$ cat config.mk
export PLATFORM = sky130hd
export DESIGN_NAME = load_store_unit_flat
export DESIGN_NICKNAME = d
export VERILOG_FILES = /design/src/rtl/load_store_unit_if.sv /design/src/rtl/load_store_unit.sv /design/src/flat_wrapper.sv
export SDC_FILE = /design/constraint.sdc
export NUM_CORES = 1
export LEC_CHECK = 0
export ABC_AREA = 1
export BUFFER_PORTS_ARGS = -buffer_cell sky130_fd_sc_hd__buf_4
export CORE_UTILIZATION = 30
export DETAILED_ROUTE_END_ITERATION = 8
export PLACE_DENSITY = 0.52
export SYNTH_ARGS = -nofsm -noshare
export SYNTH_HDL_FRONTEND = slang
export SYNTH_SLANG_ARGS = --single-unit
$ cat constraint.sdc
create_clock -name clk -period 2.2 [get_ports clk]
set_clock_uncertainty 0.15 [all_clocks]
set_input_delay 0.44 -clock clk [delete_from_list [all_inputs] [get_ports clk]]
set_output_delay 0.44 -clock clk [all_outputs]
set_load 0.02 [all_outputs]
$ cat src/rtl/load_store_unit_if.sv
// Data-memory bus between the load/store unit (master) and the memory (slave).
// Request fields stay stable while bus_req is high; rdata/err are valid with bus_ready.
interface load_store_unit_if;
  logic        bus_req;
  logic        bus_we;
  logic [31:0] bus_addr;
  logic [3:0]  bus_be;
  logic [31:0] bus_wdata;
  logic [31:0] bus_rdata;
  logic        bus_ready;
  logic        bus_err;

  modport master (
    output bus_req, bus_we, bus_addr, bus_be, bus_wdata,
    input  bus_rdata, bus_ready, bus_err
  );

  modport slave (
    input  bus_req, bus_we, bus_addr, bus_be, bus_wdata,
    output bus_rdata, bus_ready, bus_err
  );
endinterface

$ cat src/rtl/load_store_unit.sv
// Load/store unit: turns datapath load/store strobes into multi-cycle bus accesses,
// stalls the core while an access is outstanding and returns extended load data.
module load_store_unit #(
  parameter int unsigned TIMEOUT = 16,
  parameter int unsigned CNT_W   = 5
) (
  input  logic        clk,
  input  logic        reset,
  input  logic        MemRead,
  input  logic        MemWrite,
  input  logic [2:0]  Funct3,
  input  logic [31:0] ALUResult,
  input  logic [31:0] WriteData,
  output logic [31:0] ReadData,
  output logic        Stall,
  output logic        MisalignedFault,
  output logic        AccessFault,
  output logic        BusFault,
  load_store_unit_if.master bus
);

  localparam int unsigned DATA_W = 32;
  localparam int unsigned BE_W   = 4;

  typedef enum logic [1:0] {
    IDLE = 2'd0,
    REQ  = 2'd1,
    DONE = 2'd2
  } state_t;

  state_t              r_state;
  state_t              w_next;
  logic [CNT_W-1:0]    r_cnt;
  logic [DATA_W-1:0]   r_addr;
  logic [BE_W-1:0]     r_be;
  logic [DATA_W-1:0]   r_wdata;
  logic                r_we;
  logic [2:0]          r_funct3;
  logic [1:0]          r_off;
  logic [DATA_W-1:0]   r_read_data;
  logic                r_bus_fault;

  logic                w_idle;
  logic                w_one;
  logic                w_legal;
  logic                w_misaligned;
  logic                w_start;
  logic                w_timeout;
  logic [BE_W-1:0]     w_be;
  logic [DATA_W-1:0]   w_wdata;
  logic [DATA_W-1:0]   w_lane;
  logic [DATA_W-1:0]   w_load;

  // Request decode: legality, alignment and lane preparation from live inputs
  always_comb begin
    w_idle       = (r_state == IDLE);
    w_one        = MemRead ^ MemWrite;
    w_legal      = 1'b0;
    w_misaligned = 1'b0;
    w_be         = 4'b1111;
    w_wdata      = WriteData;
    case (Funct3)
      3'b000, 3'b001, 3'b010: w_legal = 1'b1;
      3'b100, 3'b101:         w_legal = MemRead;
      default:                w_legal = 1'b0;
    endcase
    case (Funct3[1:0])
      2'b00: begin
        w_be    = 4'(4'b0001 << ALUResult[1:0]);
        w_wdata = {4{WriteData[7:0]}};
      end
      2'b01: begin
        w_misaligned = ALUResult[0];
        w_be         = ALUResult[1] ? 4'b1100 : 4'b0011;
        w_wdata      = {2{WriteData[15:0]}};
      end
      default: begin
        w_misaligned = |ALUResult[1:0];
        w_be         = 4'b1111;
        w_wdata      = WriteData;
      end
    endcase
    w_start = w_idle & w_one & w_legal & ~w_misaligned;
  end

  // Faults only describe the instruction being offered in IDLE
  assign AccessFault     = w_idle & ((MemRead & MemWrite) | (w_one & ~w_legal));
  assign MisalignedFault = w_idle & w_one & w_legal & w_misaligned;
  assign Stall           = w_start | (r_state == REQ);
  assign w_timeout       = (r_cnt == CNT_W'(TIMEOUT - 1));

  // Load extension from the lane chosen by the latched byte offset
  always_comb begin
    w_lane = bus.bus_rdata >> {r_off, 3'b000};
    w_load = bus.bus_rdata;
    case (r_funct3)
      3'b000:  w_load = {{24{w_lane[7]}}, w_lane[7:0]};
      3'b001:  w_load = {{16{w_lane[15]}}, w_lane[15:0]};
      3'b100:  w_load = {24'd0, w_lane[7:0]};
      3'b101:  w_load = {16'd0, w_lane[15:0]};
      default: w_load = bus.bus_rdata;
    endcase
  end

  always_ff @(posedge clk or negedge reset) begin
    if (!reset) r_state <= IDLE;
    else        r_state <= w_next;
  end

  always_comb begin
    w_next = r_state;
    case (r_state)
      IDLE:    if (w_start) w_next = REQ;
      REQ:     if (bus.bus_ready || w_timeout) w_next = DONE;
      DONE:    w_next = IDLE;
      default: w_next = IDLE;
    endcase
  end

  // Request latch, timeout counter and completion capture
  always_ff @(posedge clk or negedge reset) begin
    if (!reset) begin
      r_cnt       <= '0;
      r_addr      <= '0;
      r_be        <= '0;
      r_wdata     <= '0;
      r_we        <= 1'b0;
      r_funct3    <= '0;
      r_off       <= '0;
      r_read_data <= '0;
      r_bus_fault <= 1'b0;
    end else begin
      case (r_state)
        IDLE: begin
          if (w_start) begin
            r_addr   <= {ALUResult[31:2], 2'b00};
            r_be     <= w_be;
            r_wdata  <= w_wdata;
            r_we     <= MemWrite;
            r_funct3 <= Funct3;
            r_off    <= ALUResult[1:0];
            r_cnt    <= '0;
          end
        end
        REQ: begin
          r_cnt <= r_cnt + CNT_W'(1);
          if (bus.bus_ready) begin
            if (!r_we) r_read_data <= w_load;
            r_bus_fault <= bus.bus_err;
          end else if (w_timeout) begin
            if (!r_we) r_read_data <= '0;
            r_bus_fault <= 1'b1;
          end
        end
        DONE: begin
          r_cnt       <= '0;
          r_bus_fault <= 1'b0;
        end
        default: r_cnt <= '0;
      endcase
    end
  end

  assign bus.bus_req   = (r_state == REQ);
  assign bus.bus_we    = r_we;
  assign bus.bus_addr  = r_addr;
  assign bus.bus_be    = r_be;
  assign bus.bus_wdata = r_wdata;
  assign ReadData      = r_read_data;
  assign BusFault      = r_bus_fault;

endmodule

$ cat src/flat_wrapper.sv
// flat-port wrapper written by rule: the top's interface ports become plain ports
module load_store_unit_flat 
#(
  parameter int unsigned TIMEOUT = 16,
  parameter int unsigned CNT_W   = 5
)
  (clk, reset, MemRead, MemWrite, Funct3, ALUResult, WriteData, ReadData, Stall, MisalignedFault, AccessFault, BusFault, bus_bus_req, bus_bus_we, bus_bus_addr, bus_bus_be, bus_bus_wdata, bus_bus_rdata, bus_bus_ready, bus_bus_err);
  load_store_unit_if bus_i ();
  input  logic clk;
  input  logic reset;
  input  logic MemRead;
  input  logic MemWrite;
  input  logic [2:0] Funct3;
  input  logic [31:0] ALUResult;
  input  logic [31:0] WriteData;
  output logic [31:0] ReadData;
  output logic Stall;
  output logic MisalignedFault;
  output logic AccessFault;
  output logic BusFault;
  output wire logic [$bits(bus_i.bus_req)-1:0] bus_bus_req;
  output wire logic [$bits(bus_i.bus_we)-1:0] bus_bus_we;
  output wire logic [$bits(bus_i.bus_addr)-1:0] bus_bus_addr;
  output wire logic [$bits(bus_i.bus_be)-1:0] bus_bus_be;
  output wire logic [$bits(bus_i.bus_wdata)-1:0] bus_bus_wdata;
  input wire logic [$bits(bus_i.bus_rdata)-1:0] bus_bus_rdata;
  input wire logic [$bits(bus_i.bus_ready)-1:0] bus_bus_ready;
  input wire logic [$bits(bus_i.bus_err)-1:0] bus_bus_err;
  assign bus_bus_req = bus_i.bus_req;
  assign bus_bus_we = bus_i.bus_we;
  assign bus_bus_addr = bus_i.bus_addr;
  assign bus_bus_be = bus_i.bus_be;
  assign bus_bus_wdata = bus_i.bus_wdata;
  assign bus_i.bus_rdata = bus_bus_rdata;
  assign bus_i.bus_ready = bus_bus_ready;
  assign bus_i.bus_err = bus_bus_err;
  load_store_unit #(.TIMEOUT(TIMEOUT), .CNT_W(CNT_W)) u_core (.clk(clk), .reset(reset), .MemRead(MemRead), .MemWrite(MemWrite), .Funct3(Funct3), .ALUResult(ALUResult), .WriteData(WriteData), .ReadData(ReadData), .Stall(Stall), .MisalignedFault(MisalignedFault), .AccessFault(AccessFault), .BusFault(BusFault), .bus(bus_i));
endmodule
==> metrics list <==
* Netlist area before placement: 0.00551 mm2
* Routability congestion estimate from global placement: 0.856
- Synthesis-to-layout area growth: 39.8%
- Number of flops mapped to enable cells by yosys: 0
- From left edge to right edge, the die measures 138 um.
- First-pass iteration count of the detailed router: 4
* Final WS setup: 0.127 ns
* Vias post-DR: 5250
* Reg clk slew, reported paths: 0.07 ns
- Subtracting the final worst setup slack from the clock period gives 2.07 ns.
- The core region is 0.0180 mm2.
- STA classifies the critical path startpoint as a flop.
- Max-cap violations in this run came to 0.
- Summed over all nets, the half-perimeter wirelength after detailed placement is 12.2 mm.
* Sequential standard cell area: 0.00280 mm2
- After filler insertion, the fill cell instance count of the layout stands at 1876.
- CTS saw 112 sinks.
- CTS tree: yes
* Die span in y: 138 um
- Internal power comes to 5.93 mW.
- Tracing the worst setup path back leads to its startpoint at u_core.r_state[0]$_DFFE_PN0P_.
- The clock reaches the later pin of the worst-skew pair after 0.35 ns.
- Summing internal, switching and leakage power gives 10.4 mW.
- The floorplan step defined a die boundary enclosing 0.0189 mm2.
- Antenna Diode Count: 0
* Status: complete, no violations
- By instance count, the leading cell after synthesis is nand2_1.
- After the flow finishes, the layout carries non-filler instances totaling 1167.
* Fraction of final layout cells with drive strength greater than 1: 27.7%
- Registers are responsible for 33.7% of the overall power.
* Row count: 49
- CTS placed an instance of clkbuf_16 at the clock tree root.
* Share of the yosys chip area belonging to registers: 50.9%
* Share of the core filled with cells in the final layout: 42.9%
- The largest total area in the synthesized netlist belongs to dfrtp_1.
* Proportion of netlist area held by the largest area contributor: 50.9%
- The number of global-route vias before repair is 4874.
- Top cell types by occurrence after synthesis: 337 x nand2_1, 112 x dfrtp_1, 54 x nor2_1, 43 x o21ai_0, 39 x nand3_1
- In this run the count of I/O pins placed on the die edge is 211.
- Maximum ir drop on the vdd rail: 589 uV
* Req. time, crit path: 1.61 ns
* Worst min path class: in -> reg
* Reg-to-Reg Start: u_core.r_cnt[1]$_DFFE_PN0P_
* Setup-failing EPs final: 0
* Placed cell count: 1148
* Initial DRC count: 279
- The worst hold path begins at ALUResult[25].
- In the post-synthesis netlist, the biggest area contributors are dfrtp_1 51%, nand2_1 23%, o21ai_0 3.9%, nor2_1 3.7%, nand3_1 3.5%.
- The initial antenna violation count was 0.
- The final layout contains 1044 nets.
* Global route overflow: 0
* Number of buffers created by CTS: 9
* Setup TNS after final layout: 0 ns
- Area used by multi-input combinational logic: 0.00235 mm2
- After detailed routing, the number of remaining DRC violations is 0.
- In the synthesized netlist the async set-or-reset flop fraction comes to 100%.
- Entering global routing, the biggest net connects 81 pins.
* Drt total wl: 17.0 mm
* Switching component of the power: 4.45 mW
- The first global-routing pass estimated 26.4 mm of wire.
- Number of standard cells after synthesis: 734
* Number of routed nets with antenna violations: 0
- Clock tree buffer depth: 2
* Critical path data arrival time: 1.48 ns
- For this configuration, the core starts out at a cell density of 30.7%.
- The critical path in this run is classified as reg -> out.
* Wirelength per Cell: 14.5 um
- Along the worst path, the maximum fanout reaches 5.
- Maximum clock frequency: 482 MHz
- H-tree levels: 3
* Total of warnings raised by yosys: 0
* Cell area power density: 1350 mW/mm2
* Leakage power: 4.24 nW
- Post-synth top flop: dfrtp_1
* Category of the worst setup path capture point: output port
- Combinational cells account for 49.7% of the total power.
- Proportion of total power due to net switching: 42.9%
- Port Buf Inserts: 208
- After synthesis, the netlist uses 27 different library cells.
- Post-synthesis register bit count: 112
- Global routing used 18.3% of the available tracks.
* Period utilization: 94.2%
- Number of hold-slack violations in the final timing report: 0
* Post-synthesis average cell area: 7.51 um2
- Per-cell via count in the routed design: 4.50
- At the placement stage, the worst setup path has a slack of 0.176 ns.
- The max-slew violation count was 0.
- Per report_power, the clock group accounts for 16.5% of the total.
- Setup repair after global routing left no endpoint under its margin.
-- per-layer routing --
metal | up-vias | routed length, um | GRT usage [%]
li1 | 2695 | - | -
met1 | 2347 | 7450 | 24.2
met2 | 191 | 7410 | 27.6
met3 | 17 | 1830 | 6.99
met4 | 0 | 282 | 5.56
met5 | - | 0 | 0
-- power by group through the flow --
| stage | combinational (mW) | sequential [mW] | clock, mW |
|---|---|---|---|
| floorplan | 2.07 | 4.39 | 0 |
| global placement | 5.15 | 3.54 | 0 |
| detailed placement | 5.18 | 3.51 | 0 |
| CTS | 5.20 | 3.52 | 1.79 |
| global route | 5.72 | 3.63 | 1.88 |
| finish | 5.17 | 3.50 | 1.72 |
-- placed cells by master (no fill, tap or decap), types with 2 or more instances in the layout --
cell type  count
clkbuf_16      9
clkbuf_8       2
buf_4        218
o21ai_0       43
nor2_2         2
nand2_2        4
nand2_1      337
o2111ai_1      4
inv_1         30
conb_1         2
clkinv_4       2
ha_1           5
nor2_4         2
o21ai_1       11
a21oi_1       31
nor2_1        53
buf_12         7
nand3_1       39
inv_2          8
dfrtp_1      112
a211oi_1       2
o211ai_1       3
-- area by class of cell --
class	count	share of cell area, %
sequential	112	36.4
multi-input combinational	543	30.6
timing repair buffer	227	23.3
tap	229	3.72
clock buffer	12	3.33
inverter	40	1.98
clock inverter	4	0.682
-- critical path, stage by stage, from the launching register on --
cell	delay (ns)
dfrtp_1	0.39
inv_2	0.09
ha_4	0.16
nand2_1	0.08
inv_2	0.08
nand3_4	0.11
nand2_1	0.09
buf_4	0.14
-- final timing paths --
path,to,slack (ns),cells after the start
worst max-delay path,Stall,0.13,7
worst min-delay path,u_core.bus.bus_addr[25]$_DFFE_PN0P_,0.13,3
worst max register to register,u_core.ReadData[29]$_DFFE_PN0P_,0.29,11
worst min register to register,u_core.bus.bus_addr[22]$_DFFE_PN0P_,0.33,2
max in group asynchronous,u_core.bus.bus_be[2]$_DFFE_PN0P_,1.00,3
min in group asynchronous,u_core.ReadData[2]$_DFFE_PN0P_,0.29,2
-- what timing repair did --
action / CTS / global route
buffers inserted: 0 / 2
pin swaps: 1 / 1
resized for setup: 5 / 3
hold endpoints to repair: 39 / 0
hold buffers: 1 / 0
endpoints found under the setup margin: 2 / 3
-- cells by family (layout without fill, tap and decap cells) --
| kind of cell | Yosys count | in the layout | synth area share, % |
|---|---|---|---|
| and+or+nand+nor | 439 | 439 | 31.4 |
| DFF | 112 | 112 | 50.9 |
| AOI/OAI and AO/OA | 95 | 95 | 9.17 |
| buffers and inverters | 80 | 283 | 6.99 |
| adders and majority gates | 6 | 6 | 1.36 |
| other | 1 | 2 | 0.0681 |
| xor gates and xnor gates | 1 | 1 | 0.159 |
-- registers in the layout, indices dropped and copies added (netlist names) --
register	flops
u_core.r_off	2
u_core.r_funct3	3
u_core.bus.bus_wdata	32
u_core.r_state	2
u_core.BusFault	1
u_core.bus.bus_addr	30
u_core.bus.bus_be	4
u_core.r_cnt	5
u_core.bus.bus_we	1
u_core.ReadData	32
-- metrics by stage --
| step | area [um2] | hold slack, ns |
|---|---|---|
| floorplan | 5510 | -0.00559 |
| global placement | 7340 | 0.117 |
| detailed placement | 7340 | 0.113 |
| CTS | 7680 | 0.114 |
| global route | 7700 | 0.127 |
| finish | 7700 | 0.131 |
Power figures use the tool's default switching activity.
